## src/rtl/ram_arbiter.sv

```systemverilog
// Arbitrates the CPU bus port and the video fetch port onto a single-port
// synchronous work RAM with one-cycle registered read latency.
module ram_arbiter #(
  parameter int AW = 10
) (
  input  logic          clk,
  input  logic          reset,
  input  logic          cpu_as,
  input  logic          cpu_rw,
  input  logic          cpu_uds,
  input  logic          cpu_lds,
  input  logic [AW:1]   cpu_addr,
  input  logic [15:0]   cpu_wdata,
  output logic [15:0]   cpu_rdata,
  output logic          cpu_dtack,
  input  logic          vid_req,
  input  logic [AW:1]   vid_addr,
  output logic [15:0]   vid_data,
  output logic          vid_ack,
  output logic          ram_we,
  output logic          ram_ub,
  output logic          ram_lb,
  output logic [AW:1]   ram_addr,
  output logic [15:0]   ram_din,
  input  logic [15:0]   ram_dout,
  output logic [1:0]    dbg_state
);

  // Handshakes: a CPU access is requested while cpu_as=1 and is acknowledged
  // by cpu_dtack, which holds until the cycle after cpu_as is sampled low; a
  // one-cycle vid_req is answered by exactly one vid_ack pulse with vid_data.
  typedef enum logic [1:0] {
    S_IDLE = 2'd0,
    S_VCAP = 2'd1,
    S_CCAP = 2'd2
  } state_t;

  state_t      r_state;
  state_t      w_next;
  logic        r_vid_pend;
  logic        r_cpu_done;
  logic        r_last_vid;
  logic        r_cpu_rd;
  logic        r_vid_ack;
  logic [15:0] r_cpu_rdata;
  logic [15:0] r_vid_data;

  logic        w_cpu_pend;
  logic        w_cpu_win;
  logic        w_idle;
  logic        w_issue_cpu;
  logic        w_issue_vid;

  always_comb begin
    w_cpu_pend  = cpu_as & ~r_cpu_done;
    // The CPU only beats a pending fetch when video took the previous slot.
    w_cpu_win   = w_cpu_pend & (~r_vid_pend | r_last_vid);
    w_idle      = (r_state == S_IDLE) & ~reset;
    w_issue_cpu = w_idle & w_cpu_win;
    w_issue_vid = w_idle & r_vid_pend & ~w_cpu_win;

    w_next   = r_state;
    ram_we   = 1'b0;
    ram_ub   = 1'b0;
    ram_lb   = 1'b0;
    ram_addr = cpu_addr;
    ram_din  = cpu_wdata;

    case (r_state)
      S_IDLE: begin
        if (w_issue_vid) begin
          w_next   = S_VCAP;
          ram_addr = vid_addr;
        end else if (w_issue_cpu) begin
          w_next = S_CCAP;
          ram_we = ~cpu_rw;
          ram_ub = cpu_uds;
          ram_lb = cpu_lds;
        end
      end
      S_VCAP:  w_next = S_IDLE;
      S_CCAP:  w_next = S_IDLE;
      default: w_next = S_IDLE;
    endcase
  end

  always_ff @(posedge clk) begin
    if (reset) begin
      r_state     <= S_IDLE;
      r_vid_pend  <= 1'b0;
      r_cpu_done  <= 1'b0;
      r_last_vid  <= 1'b0;
      r_cpu_rd    <= 1'b0;
      r_vid_ack   <= 1'b0;
      r_cpu_rdata <= 16'h0000;
      r_vid_data  <= 16'h0000;
    end else begin
      r_state <= w_next;

      // Strobes arriving while a fetch is pending or in VCAP are dropped.
      if (w_issue_vid)
        r_vid_pend <= 1'b0;
      else if (vid_req && r_state != S_VCAP)
        r_vid_pend <= 1'b1;

      if (w_issue_vid)
        r_last_vid <= 1'b1;
      else if (w_issue_cpu)
        r_last_vid <= 1'b0;

      if (w_issue_cpu)
        r_cpu_rd <= cpu_rw;

      if (!cpu_as)
        r_cpu_done <= 1'b0;
      else if (r_state == S_CCAP)
        r_cpu_done <= 1'b1;

      r_vid_ack <= (r_state == S_VCAP);
      if (r_state == S_VCAP)
        r_vid_data <= ram_dout;
      if (r_state == S_CCAP && r_cpu_rd)
        r_cpu_rdata <= ram_dout;
    end
  end

  assign cpu_dtack = r_cpu_done;
  assign cpu_rdata = r_cpu_rdata;
  assign vid_ack   = r_vid_ack;
  assign vid_data  = r_vid_data;
  assign dbg_state = r_state;

endmodule
```

## config.mk

```make
export PLATFORM = sky130hd
export DESIGN_NAME = ram_arbiter
export DESIGN_NICKNAME = d
export VERILOG_FILES = /design/src/rtl/ram_arbiter.sv
export SDC_FILE = /design/constraint.sdc
export NUM_CORES = 1
export LEC_CHECK = 0
export BUFFER_PORTS_ARGS = -buffer_cell sky130_fd_sc_hd__clkbuf_2
export CAP_MARGIN = 20
export CORE_MARGIN = 2
export CORE_UTILIZATION = 40
export CTS_BUF_LIST = sky130_fd_sc_hd__clkbuf_8
export DETAILED_ROUTE_END_ITERATION = 8
export GPL_TIMING_DRIVEN = 0
export PLACE_DENSITY = 0.87
export SYNTH_ARGS = -nofsm -noshare
export SYNTH_HDL_FRONTEND = slang
export SYNTH_SLANG_ARGS = --single-unit
```

## constraint.sdc

```tcl
create_clock -name clk -period 1.9 [get_ports clk]
set_input_delay 0 -clock clk [delete_from_list [all_inputs] [get_ports clk]]
set_output_delay 0 -clock clk [all_outputs]
set_load 0.05 [all_outputs]
```

==> out/metrics.cfg, run 1 <==
[run_status]
status = finished, final reports clean

[cells_and_area]
finalNonFillerCells = 379
antenna_cells = 0
final_common_cell = clkbuf_2
n_fill_cell = 350
area_growth_pct = 50.5
nets = 388
layout_common_cells = 107 x clkbuf_2, 64 x nand2_1, 39 x dfxtp_1, 35 x a21oi_1
layout-drive-gt1-share_pct = 45.3

[drt]
wl_um = 4640
drt-initial-drc-count = 76
vias = 1800
ant_nets = 0
vias_per_cell = 4.75
wl_per_cell_um = 12.2
firstDrtPassIters = 4
route.detailed.drc = 0

[critical_path]
cp_num_buf_inv = 2
end_kind = primary output
critical_path_required_ps = 1900
worst_setup_path_start_kind = register
reg2reg_from = dbg_state[0]
crit_type = reg -> out
max_stage_delay_ps = 390
critPathMaxFanout = 10
critPathLaunch = dbg_state[1]
cp.arrival_ps = 1790
crit_family = simple AND/OR/NAND/NOR gates
slowest_stage = dfxtp_1
path_cells = nor2_4, and4b_4, buf_12, mux2_4, clkbuf_2

[floorplanning]
start_util_pct = 42.1
io_pins = 124
core_area_um2 = 4030
die_y_um = 69.1
core.rowCount = 23
die_area_um2 = 4780
die_x_um = 69.1

[placement]
gp_congestion = 0.743
place_inst = 355
io_buffers = 106
place_hpwl_um = 3360

[synthesis]
yosysSeqAreaShare_pct = 46.1
synth-seq-cells = 39
yosysWarnings = 0
synth-edff-count = 0
async_reset_ff_share_pct = 0
syn_area_um2 = 1700
synthCells = 199
ys_types = 24
syn-num-nets = 258
synth-main-ff-cell = dfxtp_1
syn_avg_cell_area_um2 = 8.52

[timing]
post-route-period-util_pct = 94.2
tightestPinTransition_ps = 524
setup_violations = 0
holdWs_ps = 8.60
min_period_ps = 1790
grt_setup_unrepaired = no
slew_headroom_pct = 65.1
fmax_ghz = 0.559
slew_viol_final = 0
fin_tns_setup_ps = 0
hold_viol = 0
clock-skew-final_ps = 5.16

[clock_tree]
cts_buffer_depth = 2
numCtsBuffers = 5
htreeDepth = 2
tritoncts = built
cts.sinks = 39
insertion_delay_ps = 280
path_clk_slew_ps = 80
clockRootBuffer = clkbuf_8

[global_routing]
antenna_found_initial = 0
grt_pass1_vias = 1799
grt-ovfl-total = 0
grt_max_degree = 12
grt_pass1_wl_um = 7690
track_usage_pct = 19.5

[power_and_ir_drop]
powerDensity_nw_per_um2 = 768
power_mw = 1.96
leakage_nw = 1.20
irDropWorstVdd_v = 0.000317

[min_path]
hold_start = cpu_as
min_path_type = in -> reg

[run]
drv_cap = 0

[cells in the mapped netlist (2+ instances only)]
cell type  instances  area [um2]
a21oi_1           35         175
buf_2              5        25.0
buf_4             17         128
clkbuf_1           5        18.8
dfxtp_1           39         781
mux2_4             9         135
nand2_1           64         240
nand2b_1           4        25.0
nand3b_1           2        15.0
nor2_1             2        7.51
nor3_1             2        10.0
nor3b_1            3        22.5
[what timing repair did]
action	4_1_cts	5_1_grt
setup endpoints to repair	0	9
hold buffers	17	0
resized for setup	0	1
buffers inserted	0	0
hold endpoints to repair	33	0
[metrics by stage]
stage | cell area (um2) | setup slack, ps | util, %
2_1_floorplan | 1700 | -224 | -
3_3_place_gp | 2290 | 386 | 56.8
3_5_place_dp | 2290 | 366 | 56.8
4_1_cts | 2550 | 64.2 | 63.2
5_1_grt | 2550 | 7.17 | 63.3
6_report | 2550 | 111 | 63.3
[per-layer routing]
metal  GRT usage, %  vias up  share of wire [%]
li1               -      892                  -
met1           21.8      808                 40
met2           36.6       96                 51
met3           4.39        4                8.0
met4           5.66        0               0.91
met5              0        -                  0
[state kept, by name, summed over array words and instances, names as in the netlist]
signal      cells
r_last_vid      1
cpu_rdata      16
vid_data       16
r_vid_pend      1
r_cpu_rd        1
dbg_state       2
vid_ack         1
cpu_dtack       1
[path summary, 6_finish.rpt]
path	to	slack, ps	cells after the start
setup / recovery	ram_addr[1]	110	5
hold / removal	cpu_dtack	9	2
setup reg to reg	cpu_rdata[1]	480	4
hold reg to reg	cpu_rdata[6]	460	2
[logic make-up after synthesis]
group,Yosys count,share of synthesized area (%)
AOI/OAI and AO/OA,36,10.8
muxes,11,9.23
buffers and inverters,30,11.8
and+or+nand+nor,83,22.1
DFF,39,46.1
[area by class of cell]
cell class                      count  area, um2  area share (%)
Clock buffer                        6       82.6            3.24
Buffer                             29        196            7.70
Clock inverter                      1       5.00           0.196
Tap cell                           50       62.6            2.45
Sequential cell                    39        781            30.6
Timing Repair Buffer              123        701            27.5
Inverter                            1       3.75           0.147
Multi-Input combinational cell    130        719            28.2
[where the power goes]
group          switching, mW  internal [mW]
Combinational          0.350          0.187
Sequential            0.0231          0.847
Clock                  0.266          0.285
Power figures use the tool's default switching activity.
==> inputs of run 2 (changes only) <==
- GPL_TIMING_DRIVEN: 0 -> unset
==> run 2 against run 1 <==
Effect of this change:
- die area unchanged
- utilization decreased by 5.0 points
- flip-flop and latch count unchanged
- highest routed layer unchanged
- largest cell class is now registers
- fmax increased by 0.63%
- critical path depth decreased by 1
- critical endpoint is now ram_addr[10]
==> out/metrics.cfg, run 2 (synthesis results as in run 1) <==
[clock_tree]
insertion_delay_ps = 280  ; about the same
post_cts_buffers = 0  ; unchanged
numCtsBuffers = 5  ; unchanged
cts.sinks = 39  ; unchanged
tritoncts = built
clockRootBuffer = clkbuf_8
htreeDepth = 2  ; unchanged
cts_buffer_depth = 2  ; unchanged
path_clk_slew_ps = 70  ; about the same

[cells_and_area]
register_area_um2 = 781  ; unchanged
layout-drive-gt1-share_pct = 39.6  ; -5.7 points
fin_area_um2 = 2350  ; -7.9%
area_growth_pct = 38.5
multi_input_area_um2 = 731  ; +1.6%
layout_common_cells = 91 x clkbuf_2, 64 x nand2_1, 39 x dfxtp_1, 35 x a21oi_1, 19 x dlygate4sd3_1
final_common_cell = clkbuf_2
nets = 352  ; -9.3%
antenna_cells = 0  ; unchanged
n_fill_cell = 354  ; +1.1%

[critical_path]
max_stage_delay_ps = 390  ; about the same
path_cells = nand3b_1, and4b_4, mux2_2, clkbuf_2
crit_type = reg -> out
slowest_stage = dfxtp_1
end_kind = primary output
crit_family = simple AND/OR/NAND/NOR gates
worst_setup_path_start_kind = register
critPathMaxFanout = 6  ; -4
cp.arrival_ps = 1780  ; about the same
critical_path_required_ps = 1900  ; about the same
cp_num_buf_inv = 1  ; -1

[timing]
min_period_ps = 1780  ; -11.3 ps
fmax_ghz = 0.562  ; +0.63%
hold_viol = 0  ; unchanged
grt_setup_unrepaired = no
slew_viol_final = 0  ; unchanged
worst_slack_ps = 122  ; +11.3 ps
holdWs_ps = 0.0193  ; -8.58 ps
slew_headroom_pct = 52.5  ; -13 points
clock-skew-final_ps = 3.03  ; -2.13 ps
setup_violations = 0  ; unchanged
tightestPinTransition_ps = 710  ; +186 ps
post-route-period-util_pct = 93.6  ; -0.59 points

[power_and_ir_drop]
powerDensity_nw_per_um2 = 789  ; +2.7%
leakage_nw = 1.06  ; -12%
seqPwrFrac_pct = 47.1  ; +2.7 points
switching_power_mw = 0.566  ; -12%
clock_power_share_pct = 29.7  ; +1.6 points
swShare_pct = 30.5  ; -2.1 points
irDropWorstVdd_v = 0.000393  ; +24%
intPower_mw = 1.29  ; -2.5%
comb_power_share_pct = 23.2  ; -4.2 points

[floorplanning]
io_pins = 124  ; unchanged
die_area_um2 = 4780  ; unchanged
start_util_pct = 42.1  ; unchanged
die_x_um = 69.1  ; unchanged
die_y_um = 69.1  ; unchanged
core.rowCount = 23  ; unchanged
core_area_um2 = 4030  ; unchanged

[global_routing]
grt_pass1_vias = 1510  ; -16%
track_usage_pct = 17.4  ; -2.1 points
grt-ovfl-total = 0  ; unchanged
grt_pass1_wl_um = 6760  ; -12%
antenna_found_initial = 0  ; unchanged
grt_max_degree = 43  ; +31

[drt]
vias = 1659  ; -7.8%
firstDrtPassIters = 4  ; unchanged
drt-initial-drc-count = 75  ; -1.3%
ant_nets = 0  ; unchanged
vias_per_cell = 4.84  ; +1.8%
wl_per_cell_um = 12.6  ; +3.3%
route.detailed.drc = 0  ; unchanged
wl_um = 4340  ; -6.5%

[placement]
pre_cts_ws_ps = 328  ; -37.6 ps
io_buffers = 91  ; -14%
place_hpwl_um = 3000  ; -11%
placed_cell_area_um2 = 2050  ; -10%
gp_congestion = 0.752  ; +1.3%

[run]
drv_cap = 0  ; unchanged

[run_status]
status = finished, final reports clean

[min_path]
min_path_type = in -> out

## run 2: cell types whose count changed in the layout (fill, tap and decap cells not counted)
cell / change
and4b_2: +1
buf_12: -1
buf_2: -5
buf_4: -12
clkbuf_1: -5
clkbuf_2: -16
dlygate4sd3_1: +2
## run 2: power by group through the flow
stage	clock network, mW	registers, mW	logic, mW
3_3_place_gp	0	0.886	0.393
2_1_floorplan	0	0.967	0.302
4_1_cts	0.572	0.870	0.427
5_1_grt	0.603	0.875	0.459
6_report	0.550	0.872	0.430
3_5_place_dp	0	0.888	0.396
## run 2: worst paths after layout
check | start | end | slack [ps] | cells after the start
min reg2reg | vid_data[14] | vid_data[14] | 450 | 2
max | cpu_dtack | ram_addr[10] | 120 | 4
min | cpu_wdata[0] | ram_din[0] | 0.02 | 0
max reg2reg | dbg_state[1] | cpu_rdata[3] | 400 | 3
## run 2: layer usage
layer	vias to the layer above	routed length, um	global-route usage, %	share of wire (%)
li1	827	-	-	-
met1	738	1720	18.8	40
met2	81	2210	31.0	51
met3	13	335	5.70	7.7
met4	0	74	7.19	1.7
met5	-	0	0	0
## run 2: worst reg2reg max path: cells and delay by family, from the launching register on
family / cells / cell delay, ps
simple gates: 2 / 800
flops: 1 / 470
compound gates: 1 / 100
## run 2: layout make-up
class / count / share of cell area, %
clock buffer: 6 / 3.52
tap: 50 / 2.66
multi-input combinational: 131 / 31.1
sequential: 39 / 33.2
timing repair buffer: 115 / 29.1
clock inverter: 1 / 0.213
inverter: 1 / 0.160
## run 2: per-stage QoR
stage                     util, %  cells  total power [mW]  TNS (ps)
after global placement       51.0    316              1.28         0
after detailed placement     51.0    316              1.28         0
after CTS                    57.9    342              1.87         0
final                        58.3    343              1.85         0
after floorplan                 -    199              1.27      -545
after global routing         58.3    343              1.94         0
## run 2: repair_timing
item	CTS	global route
hold buffers	19	0
resized for setup	0	1
endpoints found under the hold margin	35	0
setup endpoints to repair	0	10
==> inputs of run 3 (changes only) <==
- CORE_UTILIZATION: 40 -> 43
- CTS_BUF_LIST: sky130_fd_sc_hd__clkbuf_8 -> unset
- PLACE_DENSITY: 0.87 -> 0.92
==> run 3 against run 2 <==
Effect of this change:
- clock power increased by 46%
- final cell count decreased by 0.87%
- non-clock buffer count decreased by 2
- routed wire length decreased by 0.78%
- sequential share of layout area decreased by 0.35 points
- critical path type unchanged
==> out/metrics.cfg, run 3 (synthesis results as in run 1) <==
[drt]
drt-initial-drc-count = 99  ; +32%
vias_per_cell = 4.98  ; +2.9%
route.detailed.drc = 0  ; unchanged
ant_nets = 0  ; unchanged
vias = 1692  ; +2.0%
firstDrtPassIters = 4  ; unchanged
wl_um = 4300  ; -0.78%
wl_per_cell_um = 12.7  ; about the same

[power_and_ir_drop]
powerDensity_nw_per_um2 = 885  ; +12%
irDropWorstVdd_v = 0.000577  ; +47%
swShare_pct = 27.5  ; -3.1 points
clock_power_share_pct = 38.2  ; +8.5 points
seqPwrFrac_pct = 41.5  ; -5.6 points
power_mw = 2.10  ; +13%
comb_power_share_pct = 20.4  ; -2.8 points
switching_power_mw = 0.577  ; +2.0%
intPower_mw = 1.52  ; +18%
leakage_nw = 1.07  ; +0.83%

[clock_tree]
htreeDepth = 2  ; unchanged
cts.sinks = 39  ; unchanged
clockRootBuffer = clkbuf_8
tritoncts = built
insertion_delay_ps = 280  ; about the same
path_clk_slew_ps = 70  ; about the same
numCtsBuffers = 5  ; unchanged
cts_buffer_depth = 2  ; unchanged

[floorplanning]
start_util_pct = 45.6  ; +3.5 points
die_area_um2 = 4460  ; -6.6%
core_area_um2 = 3720  ; -7.8%
core.rowCount = 22  ; -4.3%
io_pins = 124  ; unchanged
die_x_um = 66.8  ; -3.3%
die_y_um = 66.8  ; -3.3%

[critical_path]
end_kind = primary output
crit_type = reg -> out
critical_path_required_ps = 1900  ; about the same
slowest_stage = dfxtp_1
crit_family = simple AND/OR/NAND/NOR gates
max_stage_delay_ps = 390  ; about the same
path_cells = nor2_4, and4b_4, mux2_2, clkbuf_2
critPathMaxFanout = 7  ; +1
worst_setup_path_start_kind = register
cp_num_buf_inv = 1  ; unchanged
cp.arrival_ps = 1780  ; about the same

[cells_and_area]
final_common_cell = clkbuf_2
multi_input_area_um2 = 731  ; unchanged
area_growth_pct = 40.0
n_fill_cell = 340  ; -4.0%
antenna_cells = 0  ; unchanged
finalNonFillerCells = 340  ; -0.87%
fin_area_um2 = 2370  ; +1.1%
finish.utilization_pct = 63.9  ; +5.6 points
register_area_um2 = 781  ; unchanged
layout-drive-gt1-share_pct = 39.4  ; -0.21 points
layout_common_cells = 91 x clkbuf_2, 64 x nand2_1, 39 x dfxtp_1, 35 x a21oi_1, 18 x dlygate4sd3_1
nets = 350  ; -0.57%

[timing]
clock-skew-final_ps = 4.00  ; +0.971 ps
fmax_ghz = 0.561  ; -0.26%
slew_headroom_pct = 54.8  ; +2.3 points
post-route-period-util_pct = 93.8  ; +0.24 points
setup_violations = 0  ; unchanged
tightestPinTransition_ps = 676  ; -34.2 ps
slew_viol_final = 0  ; unchanged
hold_viol = 0  ; unchanged
worst_slack_ps = 117  ; -4.61 ps
fin_tns_setup_ps = 0  ; unchanged
min_period_ps = 1780  ; +4.61 ps
grt_setup_unrepaired = no
holdWs_ps = 0.0184  ; -0.000911 ps

[run_status]
status = finished, final reports clean

[global_routing]
grt_max_degree = 43  ; unchanged
grt_pass1_vias = 1493  ; -1.1%
grt_pass1_wl_um = 6500  ; -3.8%
antenna_found_initial = 0  ; unchanged
track_usage_pct = 19.5  ; +2.1 points
grt-ovfl-total = 0  ; unchanged

[placement]
place_hpwl_um = 2890  ; -3.4%
gp_congestion = 0.794  ; +5.5%
pre_cts_ws_ps = 331  ; +3.06 ps
io_buffers = 91  ; unchanged
placed_cell_area_um2 = 2040  ; -0.49%
place_inst = 313  ; -0.95%

[run]
drv_cap = 0  ; unchanged

[min_path]
min_path_type = in -> out

-- run 3: cell count changes in the layout (fill, tap and decap cells not counted) --
cell / previous run / this run
clkinv_2: 1 / 0
clkbuf_1: 0 / 1
bufinv_16: 0 / 2
dlygate4sd3_1: 19 / 18
buf_4: 5 / 4
clkbuf_8: 6 / 5
-- run 3: layout make-up --
| class | instances | share of cell area (%) |
|---|---|---|
| Clock buffer | 6 | 3.06 |
| Clock inverter | 2 | 2.53 |
| Multi-Input combinational cell | 131 | 30.8 |
| Sequential cell | 39 | 32.9 |
| Inverter | 1 | 0.158 |
| Timing Repair Buffer | 113 | 28.0 |
| Tap cell | 48 | 2.53 |
-- run 3: worst paths after layout --
check,start,end,slack [ps],depth (start not counted)
max,dbg_state[1],ram_addr[10],120,4
min,cpu_wdata[7],ram_din[7],0.02,0
max reg2reg,dbg_state[1],cpu_rdata[14],440,3
min reg2reg,cpu_rdata[0],cpu_rdata[0],460,2
-- run 3: worst register-to-register path: stages, from the launching register on --
cell,delay (ps)
dfxtp_1,480
nand3b_1,530
nand2_1,240
a21oi_1,80
-- run 3: repair_timing --
action / 4_1_cts / 5_1_grt
endpoints found under the hold margin: 34 / 0
gates resized for setup: 0 / 1
buffers inserted: 0 / 0
hold buffers: 18 / 0
setup endpoints to repair: 0 / 10
-- run 3: power groups by stage --
stage,Combinational (mW),Clock (mW),Sequential (mW)
after detailed placement,0.394,0,0.888
after global placement,0.391,0,0.886
after CTS,0.424,0.812,0.869
after floorplan,0.302,0,0.967
after global routing,0.457,0.844,0.875
final,0.428,0.802,0.871
-- run 3: layer usage --
layer | part of all wire, % | global-route usage [%]
met5 | 0 | 0
met2 | 50 | 34.6
met4 | 3.4 | 11.7
met1 | 39 | 20.3
met3 | 7.9 | 5.07
